`config.mk`:
```
export PLATFORM = sky130hd
export DESIGN_NAME = seg7_disp_arb
export DESIGN_NICKNAME = d
export VERILOG_FILES = /design/src/rtl/seg7_pkg.sv /design/src/rtl/seg7_ms_prescaler.sv /design/src/rtl/seg7_disp_arb.sv
export SDC_FILE = /design/constraint.sdc
export NUM_CORES = 1
export LEC_CHECK = 0
export BUFFER_PORTS_ARGS = -buffer_cell sky130_fd_sc_hd__clkbuf_2
export CORE_ASPECT_RATIO = 1.25
export CORE_MARGIN = 2
export CORE_UTILIZATION = 46
export CTS_CLUSTER_SIZE = 24
export DETAILED_ROUTE_END_ITERATION = 6
export GPL_TIMING_DRIVEN = 0
export PLACE_DENSITY_LB_ADDON = 0.12
export SLEW_MARGIN = 20
export SYNTH_ARGS = -nofsm -noshare
export SYNTH_HDL_FRONTEND = slang
export SYNTH_SLANG_ARGS = --single-unit
export TNS_END_PERCENT = 30
```
`constraint.sdc`:
```
create_clock -name clk -period 2.8 [get_ports clk]
set_clock_uncertainty 0.1 [all_clocks]
set_input_delay 0.42 -clock clk [delete_from_list [all_inputs] [get_ports clk]]
set_output_delay 0.42 -clock clk [all_outputs]
set_load 0.02 [all_outputs]
```
`src/rtl/seg7_pkg.sv`:
```
// Shared definitions for the seven-segment display arbitration slice.
//   - seg7 mode codes and the mode-code width
//   - FSM state type of the arbiter
//   - rr_search: round-robin search for the next set bit, with wrap-around
package seg7_pkg;

  localparam int unsigned SEG7_TYPE_W = 4;
  localparam int unsigned SEG7_MAX_REQ = 8;

  localparam logic [SEG7_TYPE_W-1:0] SEG7_T_INT  = 4'd0;
  localparam logic [SEG7_TYPE_W-1:0] SEG7_T_IR   = 4'd1;
  localparam logic [SEG7_TYPE_W-1:0] SEG7_T_RTC  = 4'd2;
  localparam logic [SEG7_TYPE_W-1:0] SEG7_T_UART = 4'd3;
  localparam logic [SEG7_TYPE_W-1:0] SEG7_T_PS2  = 4'd6;
  localparam logic [SEG7_TYPE_W-1:0] SEG7_T_USB  = 4'd10;
  localparam logic [SEG7_TYPE_W-1:0] SEG7_T_SD   = 4'd11;
  localparam logic [SEG7_TYPE_W-1:0] SEG7_T_EXT  = 4'd12;

  typedef enum logic {
    StIdle,
    StOwn
  } arb_state_e;

  // Index of the first set bit of vec[n-1:0], scanning from start upwards with wrap-around.
  // Returns 0 when vec is empty; callers qualify the result with their own "any" flag.
  function automatic logic [2:0] rr_search(input logic [SEG7_MAX_REQ-1:0] vec,
                                           input int unsigned start,
                                           input int unsigned n);
    logic [2:0]  win;
    logic        found;
    int unsigned idx;
    win   = 3'd0;
    found = 1'b0;
    for (int unsigned i = 0; i < SEG7_MAX_REQ; i++) begin
      idx = (start + i) % n;
      if (i < n && !found && vec[idx]) begin
        win   = idx[2:0];
        found = 1'b1;
      end
    end
    return win;
  endfunction

endpackage

```
`src/rtl/seg7_ms_prescaler.sv`:
```
// Millisecond prescaler: free-running counter 0..CLK_PER_MS-1, cleared only by reset.
// Ports:
//   clk     - system clock
//   rstn    - asynchronous active-low reset
//   ms_tick - one-cycle pulse in the cycle following the terminal count
module seg7_ms_prescaler #(
  parameter int unsigned CLK_PER_MS = 100000
) (
  input  logic clk,
  input  logic rstn,
  output logic ms_tick
);

  localparam int unsigned CntW = (CLK_PER_MS > 1) ? $clog2(CLK_PER_MS) : 1;
  localparam logic [CntW-1:0] TermCnt = CntW'(CLK_PER_MS - 1);

  logic [CntW-1:0] cnt_q, cnt_d;
  logic            tick_q, tick_d;

  always_comb begin
    tick_d = (cnt_q == TermCnt);
    cnt_d  = tick_d ? '0 : cnt_q + 1'b1;
  end

  always_ff @(posedge clk or negedge rstn) begin
    if (!rstn) begin
      cnt_q  <= '0;
      tick_q <= 1'b0;
    end else begin
      cnt_q  <= cnt_d;
      tick_q <= tick_d;
    end
  end

  assign ms_tick = tick_q;

endmodule

```
`src/rtl/seg7_disp_arb.sv`:
```
// Arbiter for the shared 4-digit seven-segment display.
// Requesters are granted round-robin; a grant is held for at least HOLD_MS ms before a
// hold-expiry rotation, key_next forces a rotation, lock suppresses hold-expiry rotation,
// and the internal idle pattern is shown when nobody requests.
// Ports:
//   clk, rstn  - 100 MHz clock, asynchronous active-low reset
//   req        - per-requester level request
//   req_type   - 4-bit mode code per requester, requester i at [4i+3:4i]
//   req_data   - 16-bit value per requester, requester i at [16i+15:16i]
//   key_next   - debounced one-cycle pulse forcing a rotation
//   lock       - suppresses hold-expiry rotation while high
//   gnt        - one-hot grant or all zeros
//   seg7_type  - mode code to the display driver
//   seg7_data  - value to the display driver
//   ms_tick    - 1 ms pulse, exported for the display scan logic
module seg7_disp_arb
  import seg7_pkg::*;
#(
  parameter int unsigned NREQ       = 4,
  parameter int unsigned CLK_PER_MS = 100000,
  parameter int unsigned HOLD_MS    = 2000,
  parameter logic [3:0]  IDLE_TYPE  = 4'd0
) (
  input  logic               clk,
  input  logic               rstn,
  input  logic [NREQ-1:0]    req,
  input  logic [4*NREQ-1:0]  req_type,
  input  logic [16*NREQ-1:0] req_data,
  input  logic               key_next,
  input  logic               lock,
  output logic [NREQ-1:0]    gnt,
  output logic [3:0]         seg7_type,
  output logic [15:0]        seg7_data,
  output logic               ms_tick
);

  localparam int unsigned IdxW  = $clog2(NREQ);
  localparam int unsigned HoldW = $clog2(HOLD_MS + 1);
  localparam logic [HoldW-1:0] HoldMax = HoldW'(HOLD_MS);

  arb_state_e       state_q, state_d;
  logic [IdxW-1:0]  cur_q, cur_d;
  logic [HoldW-1:0] hold_q, hold_d;

  logic [NREQ-1:0]         cur_oh;
  logic [NREQ-1:0]         others;
  logic                    others_any;
  logic [SEG7_MAX_REQ-1:0] req_ext;
  logic [SEG7_MAX_REQ-1:0] others_ext;
  logic [IdxW-1:0]         win_all;
  logic [IdxW-1:0]         win_other;
  logic [NREQ-1:0]         gnt_d;
  logic [3:0]              type_d;
  logic [15:0]             data_d;

  seg7_ms_prescaler #(
    .CLK_PER_MS(CLK_PER_MS)
  ) u_prescaler (
    .clk    (clk),
    .rstn   (rstn),
    .ms_tick(ms_tick)
  );

  // Round-robin candidates: win_all may return cur itself (searched last), win_other never does.
  always_comb begin
    cur_oh     = {{(NREQ-1){1'b0}}, 1'b1} << cur_q;
    others     = req & ~cur_oh;
    others_any = |others;
    req_ext    = '0;
    others_ext = '0;
    req_ext[NREQ-1:0]    = req;
    others_ext[NREQ-1:0] = others;
    win_all   = IdxW'(rr_search(req_ext, int'(cur_q) + 1, NREQ));
    win_other = IdxW'(rr_search(others_ext, int'(cur_q) + 1, NREQ));
  end

  // Next-state decision; triggers in OWN are prioritised drop > key_next > hold expiry.
  always_comb begin
    state_d = state_q;
    cur_d   = cur_q;
    hold_d  = hold_q;
    case (state_q)
      StIdle: begin
        if (|req) begin
          state_d = StOwn;
          cur_d   = win_all;
          hold_d  = '0;
        end
      end
      StOwn: begin
        if (!req[cur_q]) begin
          // A simultaneous key_next is absorbed by the drop rotation.
          if (others_any) begin
            cur_d  = win_other;
            hold_d = '0;
          end else begin
            state_d = StIdle;
          end
        end else if (key_next) begin
          // With no other requester the owner is kept but its hold time restarts.
          if (others_any) begin
            cur_d = win_other;
          end
          hold_d = '0;
        end else if (hold_q == HoldMax && !lock && others_any) begin
          cur_d  = win_other;
          hold_d = '0;
        end else if (ms_tick && hold_q != HoldMax) begin
          hold_d = hold_q + 1'b1;
        end
      end
      default: state_d = StIdle;
    endcase
  end

  // Outputs follow the next owner so a grant change is visible one cycle after its trigger.
  always_comb begin
    if (state_d == StOwn) begin
      gnt_d  = {{(NREQ-1){1'b0}}, 1'b1} << cur_d;
      type_d = req_type[4*cur_d +: 4];
      data_d = req_data[16*cur_d +: 16];
    end else begin
      gnt_d  = '0;
      type_d = IDLE_TYPE;
      data_d = '0;
    end
  end

  always_ff @(posedge clk or negedge rstn) begin
    if (!rstn) begin
      state_q   <= StIdle;
      cur_q     <= '0;
      hold_q    <= '0;
      gnt       <= '0;
      seg7_type <= IDLE_TYPE;
      seg7_data <= '0;
    end else begin
      state_q   <= state_d;
      cur_q     <= cur_d;
      hold_q    <= hold_d;
      gnt       <= gnt_d;
      seg7_type <= type_d;
      seg7_data <= data_d;
    end
  end

endmodule

```
; Word-level counts from Yosys, hierarchy flattened
; Cells that the tools add are included.
[word_totals]
mem_bits_ro = 0
ff_bits = 56
mem_bits_rw = 0
latch_bits = 0
n_memories = 0
wordCells = 104
[classes]
addsub = 6
eq_ne = 6
n_div = 0
order_cmp = 5
n_reduce_logical = 19
bitwise_logic = 3
mul = 0
shifts = 4
n_mux = 53
[op_table]
columns = op, n
row1 = 2-to-1 mux 11 bit, 6
row2 = variable part select 64 x 7 -> 16 bit, 1
row3 = 2-to-1 mux 2 bit, 13
row4 = case mux 11 bit (2 select lines), 1
row5 = binary-select mux 1 bit (select 2 bit), 9
row6 = 2-to-1 mux 1 bit, 18
row7 = adder 17 x 1 -> 17 bit (second input constant), 1
row8 = equality test 17 bit (second input constant), 1
row9 = 2-to-1 mux 17 bit, 1
row10 = less-than comparator 2 x 4 -> 1 bit (second input constant), 4
row11 = 2-to-1 mux 16 bit, 1
row12 = variable part select 16 x 5 -> 4 bit, 1
row13 = adder 11 x 1 -> 11 bit (second input constant), 1
row14 = equality test 11 bit (second input constant), 1
row15 = != test 11 bit (second input constant), 1
row16 = logical AND 1 bit, 9
row17 = 2-to-1 mux 4 bit, 2
row18 = OR reduction 4 bit, 2
row19 = << shifter 1 x 2 -> 4 bit (first input constant), 2
row20 = zero test 1 bit, 7
row21 = != test 5 x 3 -> 1 bit (second input constant), 1
row22 = adder 2 x 1 -> 2 bit (second input constant), 2
row23 = adder 2 bit (second input constant), 2
row24 = bitwise AND 4 bit, 1
row25 = other kinds (8), 8

; Logic depth before layout (Yosys ltp)
[logic_depth]
word_depth = 21
depth_mapped = 13
depth_no_buf = 10

; Hierarchy
; Synthesis repeated with hierarchy kept, for this count alone.
[unflattened]
hier_cells = 405
area_unflattened_um2 = 4100.2
[by_module_without_submodules]
columns = mod, cells_per_inst, instances, area_each_um2
row1 = seg7_disp_arb, 330, 1, 3281.9
row2 = seg7_ms_prescaler, 75, 1, 818.3

; Worst setup path after synthesis
; OpenSTA, ideal clock, no wires.
[synth_path]
path_type = register to register
startpoint = register cur_q[0]
endpoint = register seg7_data[10]
setup_ns = 0.128
arrival_ns = 2.573
period_less_slack_ns = 2.801
path_stages_with_launch = 12
setup_slack_ns = -0.001
required_ns = 2.572
path_cell_list = dfrtp_1 clkbuf_1 inv_1 ha_1 clkbuf_1 nand2_1 a2111oi_0 nor3b_1 mux2i_1 nand2b_4 buf_6 o22ai_1
[synth_between]
elab_chain_len = 21
elab_cells_between_ends = 64
classes_between = add/sub: 4 / shift: 2 / mux: 42 / bitwise: 2 / reduce/logical: 14
[synth_rtl]
columns = element, line
row1 = start: declaration, seg7_disp_arb.sv:42  ; logic [IdxW-1:0] cur_q, cur_d;
row2 = start signal: assignment, seg7_disp_arb.sv:139  ; cur_q <= cur_d;
row3 = branches (longest 20 deep; another with adder 2 x 1 -> 2 bit), n/a
row4 = 2-to-1 mux 16 bit *, seg7_disp_arb.sv:118  ; if (state_d == StOwn) begin
row5 = net data_d[10], seg7_disp_arb.sv:54  ; logic [15:0] data_d;
row6 = end signal: assignment, seg7_disp_arb.sv:143  ; seg7_data <= data_d;
row7 = end: declaration, seg7_disp_arb.sv:33  ; output logic [15:0] seg7_data,
; Mark *: on every way through the listed nets, which the timed path passes. The select of a mux whose other input is x is not followed.
; A chain may end at the register's enable or synchronous reset.

; Worst setup path in the final report
[layout_path]
startpoint = register cur_q[0]
endpoint = register seg7_data[6]
; The elaborated chain is that of the path after synthesis.

==> impl_metrics.ini <==
[timing]
tightest_slew_ns = 0.624
drv_slew = 0
hold_ws_ns = 0.280
fmax_mhz = 365
setup_tns_ns = 0
worst_slack_ns = 0.0635
setup_violations = 0
min_period_ns = 2.74
finalCritPeriodShare_pct = 97.7
slew_headroom_pct = 58.2
rsz0062_at_grt = yes
hold_viol_final = 0

[worst_setup_path]
cp-start-kind = flop
r2r-end = seg7_data[6]$_DFF_PN0_
worst-r2r-cell-count = 11
path_class = reg -> reg
cp_slowest_stage_delay_ns = 0.41
path_max_fanout = 10
path_buf_inv = 4
worstPathCellList = clkbuf_8 -> clkinvlp_4 -> ha_4 -> buf_4 -> nand2_1 -> a2111oi_4 -> nor3b_4 -> mux2i_2 -> nand2b_4 -> buf_8 -> o22ai_1
path_delay_family = buffers and inverters
crit_slowest_cell = a2111oi_4
r2r_slack_ns = 0.06
crit_required_ns = 2.89
arrival_ns = 2.83
reg2reg_from = cur_q[0]$_DFF_PN0_
endpoint_kind = flop

[cts]
cts_buffers = 5
cts_max_level = 2
clk_path_buf_depth = 2
clkTransAtPathRegs_ns = 0.11
root_buffer = clkbuf_8
insertion_delay_ns = 0.31
clkSinkCount = 56
cts_tree = yes

[hold_path]
hold_path_startpoint = req_data[44]
whs_path_depth = 3
min_path_type = in -> reg
holdPathEnd = seg7_data[12]$_DFF_PN0_

[global_routing]
antenna_found_initial = 0
overflow = 0
grt_pass1_wl_mm = 15.0
grt_max_degree = 36
gr-usage-all-layers_pct = 23.2
grt_pass1_vias = 3344

[finish]
antenna_cells = 0
area_delta_synth_final_pct = 32.4
fillers = 662
final_cell_count_no_fill = 585
final_nets = 587
drive_above_1_share_pct = 37.9
postLayoutCellArea_um2 = 4490

[floorplanning]
die_area_um2 = 8080
initial_core_util_pct = 46.7
die_h_um = 100
die_w_um = 80.8
io_pins = 113
core_um2 = 7270
num_rows = 35

[route]
via_per_inst = 5.56
wl_per_cell_um = 15.5
ant_nets = 0
drtPass1Iterations = 4
drc_errors = 0
wl_mm = 9.07
vias = 3250
drt-initial-drc-count = 99

[status]
outcome = complete, no violations

[synthesis]
ys_seq_elements = 56
synth_warnings = 0
post-synth-top-area-fraction_pct = 41.3
synth.most_common_cell = dfrtp_1
yosysSeqAreaShare_pct = 41.3
syn_avg_cell_area_um2 = 9.35
ys_top_cells_by_area = dfrtp_1 41%, a221oi_1 5.2%, o21a_1 4.6%
yosysTopAreaCell = dfrtp_1
synth_edf_count = 0
synthesis.area_um2 = 3390
synth_flop_cell = dfrtp_1
synthArstFlopShare_pct = 100
synthCells = 363
synth_cell_types = 50
syn-num-nets = 458
synth_common_cells = 56 x dfrtp_1, 31 x nor2_1, 27 x a21oi_1

[power]
p_per_area_nw_per_um2 = 1160
p_leak_nw = 2.11
power_frac_comb_pct = 70.2
pwr-share-clk_pct = 8.9
pwr-share-seq_pct = 20.9
switchingPower_w = 0.00237
ir_worst_vdd_mv = 0.888
p_int_w = 0.00284
netSwitchingFraction_pct = 45.4

[placed_design]
dp_cells = 565
place_area_um2 = 4080
port-buffer-count = 109
gp_congestion = 0.821
dpl.hpwl_mm = 6.63
dp_slack_ns = -0.424

[run]
max_cap_viol_count = 0
## cell usage in the layout (no fill, tap or decap), drive strengths merged, types with 3 or more instances in the layout
cell type	instances
xor2	10
a21oi	27
nand4	5
clkbuf	130
ha	7
nand2b	11
nor2b	7
o22ai	20
inv	10
nand2	18
a221oi	21
nor2	31
dfrtp	56
a31oi	3
and3	23
o21ai	7
mux2i	5
xnor2	13
o21a	21
nand3	11
buf	24
## stage by stage
stage / total power (W) / utilization [%]
after floorplan: 0.00334 / -
after global placement: 0.00408 / 55.8
after detailed placement: 0.00412 / 56.1
after CTS: 0.00477 / 58.9
after global routing: 0.00558 / 61.8
final: 0.00521 / 61.8
## registers in the layout, indices dropped and copies added (netlist names)
signal,flops
cur_q,2
u_prescaler.ms_tick,1
u_prescaler.cnt_q,17
gnt,4
state_q,1
seg7_type,4
hold_q,11
seg7_data,16
## power by group through the flow
stage | logic [W] | registers [W] | clock network, W
2_1_floorplan | 0.00203 | 0.00131 | 0
3_3_place_gp | 0.00297 | 0.00111 | 0
3_5_place_dp | 0.00301 | 0.00111 | 0
4_1_cts | 0.00320 | 0.00109 | 0.000481
5_1_grt | 0.00396 | 0.00111 | 0.000517
6_report | 0.00365 | 0.00109 | 0.000463
## cells by family after synthesis
group / Yosys count / synth area share (%)
buffers and inverters: 38 / 5.68
AO/OA/AOI/OAI: 111 / 22.6
AND/OR/NAND/NOR: 121 / 19.5
multiplexers: 7 / 2.47
adder cells (fa/ha/maj): 7 / 2.58
flip-flops: 56 / 41.3
XOR/XNOR: 23 / 5.94
## cell type report
cell class / instances / area [um2] / share of cell area (%)
buffer: 28 / 206 / 4.59
clock buffer: 5 / 68.8 / 1.53
clock inverter: 3 / 22.5 / 0.501
inverter: 10 / 41.3 / 0.919
multi-input combinational: 269 / 1980 / 44.0
sequential: 56 / 1400 / 31.2
tap: 92 / 115 / 2.56
timing repair buffer: 122 / 661 / 14.7
## metal layers
metal  wire length, um  GRT usage [%]
met3               481           4.50
met4               165           6.91
met2              4720           41.1
met1              3710           28.0
met5                 0              0
## timing repair
| item | in CTS | in global routing |
|---|---|---|
| setup endpoints to repair | 35 | 33 |
| gates cloned | 0 | 0 |
| buffers inserted | 8 | 3 |
| hold endpoints to repair | 21 | 0 |
| pin swaps | 2 | 4 |
| gates resized for setup | 14 | 48 |
| hold buffers | 1 | 0 |
## worst max path at each step
stage                                from                 endpoint  slack [ns]  cells after the start
global route        hold_q[1]$_DFFE_PN0P_   seg7_data[0]$_DFF_PN0_       -0.05                     10
finish                 cur_q[0]$_DFF_PN0_   seg7_data[6]$_DFF_PN0_        0.06                     11
global placement       cur_q[0]$_DFF_PN0_   seg7_data[6]$_DFF_PN0_       -0.39                     11
floorplan              cur_q[0]$_DFF_PN0_  seg7_data[10]$_DFF_PN0_        0.12                     11
detailed placement     cur_q[0]$_DFF_PN0_   seg7_data[8]$_DFF_PN0_       -0.42                     11
CTS                    cur_q[0]$_DFF_PN0_   seg7_data[6]$_DFF_PN0_        0.01                     13
## worst reg2reg max path, stage by stage, from the launching register on
cell,delay (ns)
dfrtp_1,0.39
clkbuf_8,0.16
clkinvlp_4,0.12
ha_4,0.31
buf_4,0.17
nand2_1,0.12
a2111oi_4,0.41
nor3b_4,0.08
mux2i_2,0.29
nand2b_4,0.23
buf_8,0.15
o22ai_1,0.10
(Power assumes the default switching activity.)
